--- src/rtl/alu_result_misr.sv ---
// rtl/alu_result_misr.sv - MISR compaction of ALU results with golden-signature compare
//
// Purpose:
//   Accepts a run of ALU result words over a valid/ready handshake and folds
//   them into a multiple-input signature register. At the end of the run the
//   signature is compared with a golden value, giving an on-chip pass/fail.
//
// Ports:
//   clk           in   rising-edge clock
//   reset         in   synchronous, active-high reset (highest priority)
//   start         in   one-cycle pulse; begins a run (accepted in IDLE/DONE only)
//   num_vectors   in   COUNT_W  number of results in the run; latched on start
//   golden        in   WIDTH    expected signature; latched on start
//   result_valid  in   result word valid
//   result        in   WIDTH    ALU result word
//   result_ready  out  result accepted this cycle (COLLECT only)
//   busy          out  run in progress (COLLECT or COMPARE)
//   done          out  run finished; held until next accepted start or reset
//   pass          out  signature matched golden; meaningful while done=1
//   signature     out  WIDTH    current MISR value
//   vec_count     out  COUNT_W  results accepted in the current run

module alu_result_misr #(
  parameter int                 WIDTH   = 32,
  parameter int                 COUNT_W = 8,
  parameter logic [WIDTH-1:0]   POLY    = 32'h04C11DB7,
  parameter logic [WIDTH-1:0]   SEED    = 32'hFFFFFFFF
) (
  input  logic               clk,
  input  logic               reset,
  input  logic               start,
  input  logic [COUNT_W-1:0] num_vectors,
  input  logic [WIDTH-1:0]   golden,
  input  logic               result_valid,
  input  logic [WIDTH-1:0]   result,
  output logic               result_ready,
  output logic               busy,
  output logic               done,
  output logic               pass,
  output logic [WIDTH-1:0]   signature,
  output logic [COUNT_W-1:0] vec_count
);

  typedef enum logic [1:0] {
    S_IDLE    = 2'd0,
    S_COLLECT = 2'd1,
    S_COMPARE = 2'd2,
    S_DONE    = 2'd3
  } state_t;

  state_t             state_q, state_d;
  logic [WIDTH-1:0]   sig_q, sig_d;
  logic [COUNT_W-1:0] cnt_q, cnt_d;
  logic [COUNT_W-1:0] num_q, num_d;
  logic [WIDTH-1:0]   golden_q, golden_d;
  logic               done_q, done_d;
  logic               pass_q, pass_d;

  logic               xfer;
  logic [COUNT_W-1:0] cnt_inc;
  logic [WIDTH-1:0]   misr_next;

  always_comb begin
    state_d  = state_q;
    sig_d    = sig_q;
    cnt_d    = cnt_q;
    num_d    = num_q;
    golden_d = golden_q;
    done_d   = done_q;
    pass_d   = pass_q;

    // Handshake outputs depend only on state so ready never combinationally
    // depends on valid.
    result_ready = (state_q == S_COLLECT);
    busy         = (state_q == S_COLLECT) || (state_q == S_COMPARE);

    xfer    = result_valid && result_ready;
    cnt_inc = cnt_q + COUNT_W'(1);

    // Shift left, fold the outgoing MSB back through the tap mask, then
    // merge the incoming word across all bits.
    misr_next = {sig_q[WIDTH-2:0], 1'b0}
              ^ ({WIDTH{sig_q[WIDTH-1]}} & POLY)
              ^ result;

    case (state_q)
      S_IDLE, S_DONE: begin
        if (start) begin
          num_d    = num_vectors;
          golden_d = golden;
          sig_d    = SEED;
          cnt_d    = '0;
          done_d   = 1'b0;
          pass_d   = 1'b0;
          // An empty run still goes through COMPARE so done/pass behave
          // identically for every run length.
          state_d  = (num_vectors != '0) ? S_COLLECT : S_COMPARE;
        end
      end

      S_COLLECT: begin
        if (xfer) begin
          sig_d = misr_next;
          cnt_d = cnt_inc;
          // The run ends on the final transfer, so the counter cannot wrap
          // even with num_vectors at its maximum.
          if (cnt_inc == num_q) begin
            state_d = S_COMPARE;
          end
        end
      end

      S_COMPARE: begin
        pass_d  = (sig_q == golden_q);
        done_d  = 1'b1;
        state_d = S_DONE;
      end

      default: begin
        state_d = S_IDLE;
      end
    endcase
  end

  always_ff @(posedge clk) begin
    if (reset) begin
      state_q  <= S_IDLE;
      sig_q    <= SEED;
      cnt_q    <= '0;
      num_q    <= '0;
      golden_q <= '0;
      done_q   <= 1'b0;
      pass_q   <= 1'b0;
    end else begin
      state_q  <= state_d;
      sig_q    <= sig_d;
      cnt_q    <= cnt_d;
      num_q    <= num_d;
      golden_q <= golden_d;
      done_q   <= done_d;
      pass_q   <= pass_d;
    end
  end

  assign done      = done_q;
  assign pass      = pass_q;
  assign signature = sig_q;
  assign vec_count = cnt_q;

endmodule

--- config.mk ---
export PLATFORM = sky130hd
export DESIGN_NAME = alu_result_misr
export DESIGN_NICKNAME = d
export VERILOG_FILES = /design/src/rtl/alu_result_misr.sv
export SDC_FILE = /design/constraint.sdc
export NUM_CORES = 1
export LEC_CHECK = 0
export ABC_AREA = 1
export CORE_ASPECT_RATIO = 1.75
export CORE_UTILIZATION = 43
export CTS_CLUSTER_SIZE = 14
export DETAILED_ROUTE_END_ITERATION = 12
export HOLD_SLACK_MARGIN = 0.05
export PLACE_DENSITY = 0.79
export SYNTH_ARGS = -nofsm -noshare
export SYNTH_HDL_FRONTEND = slang
export SYNTH_SLANG_ARGS = --single-unit
--- constraint.sdc ---
create_clock -name clk -period 1.7 [get_ports clk]
set_input_delay 0.255 -clock clk [delete_from_list [all_inputs] [get_ports clk]]
set_output_delay 0.255 -clock clk [all_outputs]
set_load 0.005 [all_outputs]
==> flow_metrics.env <==
export IMPL_cts_root_buf="clkbuf_16"
export IMPL_vias_per_cell=5.27
export IMPL_drc=0
export IMPL_slew_headroom_pct=76.6
export IMPL_critical_path_arrival_ps=1950
export IMPL_r2r_cells=12
export IMPL_grt_pass1_wl_um=19400
export IMPL_grt_overflow=0
export IMPL_ys_seq_area_share_pct=41.3
export IMPL_io_pins=120
export IMPL_core_region_area_um2=9150
export IMPL_worstSkewPairLatency_ps=340
export IMPL_critPathMaxFanout=6
export IMPL_power_density_nw_per_um2=1530
export IMPL_switching_power_uw=3440
export IMPL_regArea_um2=1700
export IMPL_dieArea_um2=9870
export IMPL_cts_clk_slew_worst_paths_ps=60
export IMPL_cp_start_kind="flip-flop"
export IMPL_setup_viol=1
export IMPL_syn_area_um2=4070
export IMPL_p_seq_share_pct=34.4
export IMPL_path_cells="buf_6 > nand2_4 > nor2_4 > nand2_1 > nand2_1 > nand3_1 > nand2_1 > nor2_1 > nand3_1 > nand2_2 > a21oi_1 > nor2_1"
export IMPL_grtUsageTotal_pct=26.8
export IMPL_drive_above_1_share_pct=12.5
export IMPL_switching_share_pct=37.7
export IMPL_avgSynthCellArea_um2=7.61
export IMPL_cp_slowest_stage_delay_ps=370
export IMPL_crit_slowest_cell="dfxtp_4"
export IMPL_combPwrFrac_pct=44.5
export IMPL_worst_pin_slew_ps=349
export IMPL_cts_tree="done"
export IMPL_min_path_type="reg -> reg"
export IMPL_antenna_found_initial=0
export IMPL_end_kind="flip-flop"
export IMPL_place_area_um2=5500
export IMPL_peakVddDrop_v=0.000815
export IMPL_initial_utilization_pct=44.5
export IMPL_multiInputGateArea_um2=2280
export IMPL_syn2layout_area_growth_pct=47.2
export IMPL_period_needed_ps=1710
export IMPL_grt_max_degree=49
export IMPL_die_h_um=131
export IMPL_rows=46
export IMPL_fin_ws_ps=-14.8
export IMPL_die_x_um=75.5
export IMPL_grt_pass1_vias=4081
export IMPL_via_count=4167
export IMPL_drt_wl_total_um=12700
export IMPL_hold_viol=0
export IMPL_rsz0062_at_grt="true"
export IMPL_finalMaxSlewViolations=0
export IMPL_total_leakage_power_uw=0.00230
export IMPL_worstHoldPathCells=2
export IMPL_nFillCells=728
export IMPL_post_route_period_util_pct=101
export IMPL_skew_ps=7.32
export IMPL_p_int_uw=5700
export IMPL_yosys_warnings=0
export IMPL_crit_type="reg -> reg"
export IMPL_ys_ff_latch=84
export IMPL_drt_pass1_iterations=5
export IMPL_status="finished with violations"
export IMPL_num_antenna_cells=0
export IMPL_detail_route_wl_per_cell_um=16.1
export IMPL_fin_area_um2=5990
export IMPL_syn_inst=535
export IMPL_drtAntennaViolNets=0
export IMPL_reg2reg_slack_ps=-10
export IMPL_cts_buffers=9
export IMPL_syn_nets=614
export IMPL_cts_buffer_depth=2
export IMPL_total_power_uw=9140
export IMPL_cts_htree_levels=3
export IMPL_drtIter0Drc=201
export IMPL_port_buffers=119
export IMPL_dp_hpwl_um=9340
export IMPL_ys_types=31
export IMPL_clkPwrFrac_pct=21.1
export IMPL_violations="setup timing"
export IMPL_cp_required_ps=1930
export IMPL_maxCapViolCount=0
export IMPL_fmaxAchievable_mhz=583
export IMPL_crit_top_cell="nand2_1"
export IMPL_nets=744
export IMPL_gp_congestion=0.924
export IMPL_cts_sinks=84
==> layout make-up <==
class                   count  share of cell area [%]
inverters                  31                    2.03
repair buffers            144                    24.2
clock inverters             4                   0.815
clock buffers              12                    4.12
multi-input cells         395                    38.0
flip-flops and latches     84                    28.3
well taps                 120                    2.51
==> final timing paths <==
kind                                   start    endpoint
worst max register to register  vec_count[1]  state_q[0]
worst max-delay path            vec_count[1]  state_q[0]
worst min register to register      num_q[6]    num_q[6]
worst min-delay path                num_q[6]    num_q[6]
==> state kept, by name, indices dropped and copies added (netlist names) <==
register	cells
vec_count	8
golden_q	32
pass	1
state_q	2
done	1
num_q	8
signature	32
==> power by group through the flow <==
stage / Clock [µW] / Combinational (µW) / Sequential, µW
floorplan: 0 / 2300 / 3020
global placement: 0 / 3650 / 3120
detailed placement: 0 / 3780 / 3140
CTS: 1950 / 3920 / 3120
global route: 2040 / 4450 / 3220
finish: 1930 / 4070 / 3140
==> cell usage after synthesis <==
cell / number / area share, %
dfxtp_1: 84 / 41
nand2_1: 82 / 7.6
nor2_1: 77 / 7.1
o21ai_0: 56 / 6.9
xor2_1: 55 / 12
a21oi_1: 36 / 4.4
inv_1: 25 / 2.3
o22ai_1: 22 / 3.4
nand3_1: 21 / 2.6
clkbuf_1: 17 / 1.6
xnor2_1: 17 / 3.7
inv_2: 5 / 0.46
nand4_1: 4 / 0.61
nor3_1: 4 / 0.49
buf_2: 3 / 0.37
ha_1: 3 / 0.92
nand2_2: 3 / 0.46
nand3b_1: 3 / 0.55
a22o_1: 2 / 0.43
buf_4: 2 / 0.37
buf_6: 2 / 0.55
nor4_1: 2 / 0.31
or2_1: 2 / 0.31
a21oi_4: 1 / 0.40
buf_1: 1 / 0.092
clkinv_1: 1 / 0.092
nor2_2: 1 / 0.15
nor2_4: 1 / 0.28
o211ai_1: 1 / 0.18
o21ai_1: 1 / 0.12
o21bai_1: 1 / 0.18
==> worst max-delay path: cells and delay by family (launching register included) <==
family | cells | cell delay (ps)
AO/OA/AOI/OAI | 1 | 140
flip-flops | 1 | 370
AND/OR/NAND/NOR | 10 | 960
buffers and inverters | 1 | 120
==> cells by family (layout without fill, tap and decap cells) <==
family	count (synthesis)	count (layout)	share of synthesized area (%)
xor+xnor	72	72	15.5
compound gates	120	120	16.0
buf+inv	56	191	5.81
simple gates	200	200	20.4
fa+ha+maj	3	3	0.923
flops	84	84	41.3
==> repair_timing <==
action                     CTS  global route
pin swaps                    3            13
setup endpoints to repair   29            12
setup buffers                1             6
resized for setup           19            31
hold buffers                 0             0
gates cloned                 0             0
==> stage by stage <==
stage	TNS [ps]	setup WS, ps	std cells	utilization, %	hold WS (ps)
after CTS	-20.7	-19.2	785	63.8	477
after global placement	0	0.990	768	60.0	455
after detailed placement	-917	-134	768	60.0	467
after floorplan	0	26.5	535	-	343
final	-14.8	-14.8	790	65.4	476
after global routing	-228	-105	790	65.4	504
==> placed cells by master (no fill, tap or decap), types with 2 or more instances in the layout <==
| master | instances |
|---|---|
| clkinv_2 | 2 |
| xor2_1 | 55 |
| buf_4 | 16 |
| dfxtp_2 | 6 |
| nand4_1 | 4 |
| nand2_4 | 3 |
| inv_1 | 23 |
| inv_2 | 6 |
| clkbuf_1 | 2 |
| xnor2_1 | 17 |
| nand3_1 | 15 |
| nand3b_1 | 3 |
| a22o_1 | 2 |
| a21oi_2 | 3 |
| nor3_1 | 4 |
| nand2_2 | 6 |
| buf_12 | 4 |
| a21oi_1 | 33 |
| buf_6 | 5 |
| clkdlybuf4s50_1 | 116 |
| nand2_1 | 76 |
| dfxtp_4 | 2 |
| ha_4 | 2 |
| o22ai_1 | 20 |
| nand3_2 | 6 |
| o21ai_0 | 56 |
| o22ai_2 | 2 |
| dfxtp_1 | 76 |
| nor2_1 | 75 |
| clkbuf_16 | 9 |
| nor2_2 | 3 |
==> metal layers <==
layer / track usage (%) / wire [µm]
met4: 16.3 / 636
met2: 48.0 / 6720
met3: 6.37 / 791
met1: 27.3 / 4560
met5: 0 / 0
Note: power is estimated with default switching activity, not from simulation.
==> RTL edit 1: new RTL, config.mk and constraints unchanged <==
Make the reset (`reset`) asynchronous in one clocked block. Comments in the files are not updated.
--- a/src/rtl/alu_result_misr.sv
+++ b/src/rtl/alu_result_misr.sv
@@ -122,7 +122,7 @@
     endcase
   end
 
-  always_ff @(posedge clk) begin
+  always_ff @(posedge clk or posedge reset) begin
     if (reset) begin
       state_q  <= S_IDLE;
       sig_q    <= SEED;
Behaviour: differs if reset is asserted again (counterexample within 4 cycles, from zero or initial values and one cycle with reset high); with reset held inactive, the same outputs for 10 cycles.
==> RTL edit 1 against the original RTL <==
- the flow still finishes with violations (negative setup slack)
- worst setup slack worse by 100 ps
- final area up 19%
- global-route usage down 0.99 points
- power up 51%
- sequential cell count unchanged
- routed wire length up 22%
- area after synthesis up 10%
- clock power up 3%
- highest routed layer unchanged
==> RTL edit 1: results (changes against the original RTL) <==
drt:
  drt-initial-drc-count: 287  # +43%
  num_vias: 4519  # +8.4%
  drt-total-wl_um: 15500  # +22%
grt:
  grt_max_degree: 85  # +73%
  first_global_vias: 4244  # +4.0%
  grt_pass1_wl_um: 20800  # +7.3%
place:
  gp_congestion: 0.862  # -6.8%
  dp_hpwl_um: 9720  # +4.1%
  place_area_sq_um: 5980  # +8.9%
critical_path:
  slowest_stage: "dfrtp_1"
  crit_arrival_ps: 2050  # +100 ps
  timing.rr.start: "vec_count[0]$_DFFE_PP0P_"
  r2r_end: "state_q[1]$_DFFE_PP0P_"
  crit_path_max_fanout: 4  # -2
die:
  fp.dieW_um: 79.3  # +4.9%
worst_hold_path:
  hold_class: "in2async"
synth:
  syn_nets: 591  # -3.7%
  synth_compound_area_frac: 0.128  # -0.0318
  synth_area_per_cell_sq_um: 8.77  # +15%
  ys_types: 39  # +26%
  ys_seq_area_frac: 0.477  # +0.0636
  synthTopCellsByCount: "nand2_1 (144), inv_1 (57), dfrtp_1 (52)"
  async_flop_share: 1.00  # +1.00
power:
  p_seq_mw: 3.79  # +21%
  power_switching_mw: 5.57  # +62%
  ir_worst_vdd_mv: 1.04  # +28%
  pg_clk_mw: 1.99  # +3%
  pwr-share-clk: 0.144  # -0.067
final_layout:
  n_all_inverters: 64  # +110%
  buffers: 183  # +27%
  multi_input_cells: 350  # -11%
  drive_gt1_frac: 0.296  # +0.170
  sh_seq_area: 0.302  # +0.0189
  clock_buffers: 14  # +2
  seq_area_sq_um: 2150  # +26%
  fillers: 699  # -4.0%
  finalNonFillerCells: 824  # +4.3%
  buf_share: 0.262  # +0.0198
timing:
  setup_ws_ps: -115  # -99.9 ps
  max_slew.worst_pin.slew_ps: 470  # +121 ps
  hold_slack_ps: 369  # -107 ps
  timing.setup.tns_ps: -1820  # -1810 ps
  setup_viol: 31  # +30
clock_tree:
  post_cts_buffers: 13  # +12
outcome:
  violations: "negative setup slack"
  status: "finished with violations"
[RTL edit 1: cell types whose count changed in the layout (fill, tap and decap cells not counted), moves of 13 or more]
cell / before / now
buf_4: 16 / 44
nor2_1: 75 / 5
xnor2_1: 17 / 38
and2_1: 0 / 13
clkdlybuf4s50_1: 116 / 97
xor2_1: 55 / 16
inv_1: 23 / 52
nand2_1: 76 / 131
dfstp_2: 0 / 32
dfxtp_1: 76 / 0
o21ai_0: 56 / 18
a21oi_1: 33 / 0
dfrtp_1: 0 / 49
[RTL edit 1: routing by layer]
| layer | GRT usage | up-vias | share of wire |
|---|---|---|---|
| li1 | - | 2023 | - |
| met1 | 0.261 | 2192 | 0.34 |
| met2 | 0.483 | 233 | 0.54 |
| met3 | 0.0444 | 71 | 0.052 |
| met4 | 0.157 | 0 | 0.065 |
| met5 | 0 | - | 0 |
==> RTL edit 2: new RTL, same settings <==
Made on the original files. The parameter `COUNT_W` goes from 8 to 6.
--- a/src/rtl/alu_result_misr.sv
+++ b/src/rtl/alu_result_misr.sv
@@ -22,7 +22,7 @@
 
 module alu_result_misr #(
   parameter int                 WIDTH   = 32,
-  parameter int                 COUNT_W = 8,
+  parameter int                 COUNT_W = 6,
   parameter logic [WIDTH-1:0]   POLY    = 32'h04C11DB7,
   parameter logic [WIDTH-1:0]   SEED    = 32'hFFFFFFFF
 ) (
Interface: changed (resized num_vectors and vec_count); port bits go from 120 to 116. No check against the original RTL was run, so the function may have changed too.
==> RTL edit 2 against the original RTL <==
- worst setup slack better by 37 ps
- power is 7.6% higher
- final area is 2.0% lower
- area after synthesis shrank 4.6%
- routed wire length decreased by 1.9%
- worst hold slack lost 5.8 ps
- clock power up 18%
- sequential cell count shrank 4
==> RTL edit 2: results (changes against the original RTL) <==
outcome:
  status: "complete, no violations"
synth:
  synth_fa_ha_area_frac: 0.00966  # +0.000440
  synth_area_per_cell_sq_um: 7.57  # -0.46%
  synthTopCellsByCount: "dfxtp_1 (80), nand2_1 (79), nor2_1 (63)"
  ys_seq_area_frac: 0.412  # -0.000913
power:
  ir_worst_vdd_mv: 0.977  # +20%
  power.leakage_nw: 2.28  # -0.90%
  p_sw_frac: 0.370  # -0.00660
grt:
  grt_use_total: 0.260  # -0.00791
  grt_pass1_wl_um: 18500  # -4.2%
  grt_max_degree: 50  # +2.0%
critical_path:
  r2r_end: "signature[4]$_SDFFE_PP1P_"
  rr_worst_depth: 10  # -2
  endpoint: "signature[4]$_SDFFE_PP1P_"
timing:
  hold_slack_ps: 470  # -5.80 ps
place:
  place_area_sq_um: 5240  # -4.6%
  dp.cells: 737  # -4.0%
  gp_congestion: 0.944  # +2.1%
  io_buffers: 115  # -3.4%
  place_ws_ps: -0.611  # +133 ps
drt:
  post_drt_via_cell_ratio: 5.29  # +0.38%
  dr.pass1.iters: 4  # -1
  drt-total-wl_um: 12500  # -1.9%
  drt-initial-drc-count: 200  # -0.50%
  num_vias: 4024  # -3.4%
clock_tree:
  cts_resized: 8  # -11
  post_cts_buffers: 0  # -1
worst_hold_path:
  hold_end: "num_q[1]$_SDFFE_PP0P_"
## RTL edit 2: cell type report
cell class                      count  area, sq um
Sequential cell                    80         1610
Fill cell                         684         2860
Multi-Input combinational cell    368         2180
Clock buffer                       11          253
Inverter                           40          155
Clock inverter                      5          103
Tap cell                          117          146
Timing Repair Buffer              139         1420
## RTL edit 2: critical path, cell delays in order, from the launching register on
cell and delay (ps):
dfxtp_2 350, inv_2 50, ha_4 270, inv_2 50, or2_4 240, nand2_4 80
a21oi_4 40, buf_12 150, clkbuf_16 170, o21ai_1 80, nand2_1 80
## RTL edit 2: layer usage
metal | vias to the layer above | share of wire | global-route usage
li1 | 1924 | - | -
met1 | 1894 | 0.35 | 0.263
met2 | 150 | 0.54 | 0.472
met3 | 56 | 0.044 | 0.0542
met4 | 0 | 0.066 | 0.158
met5 | - | 0 | 0
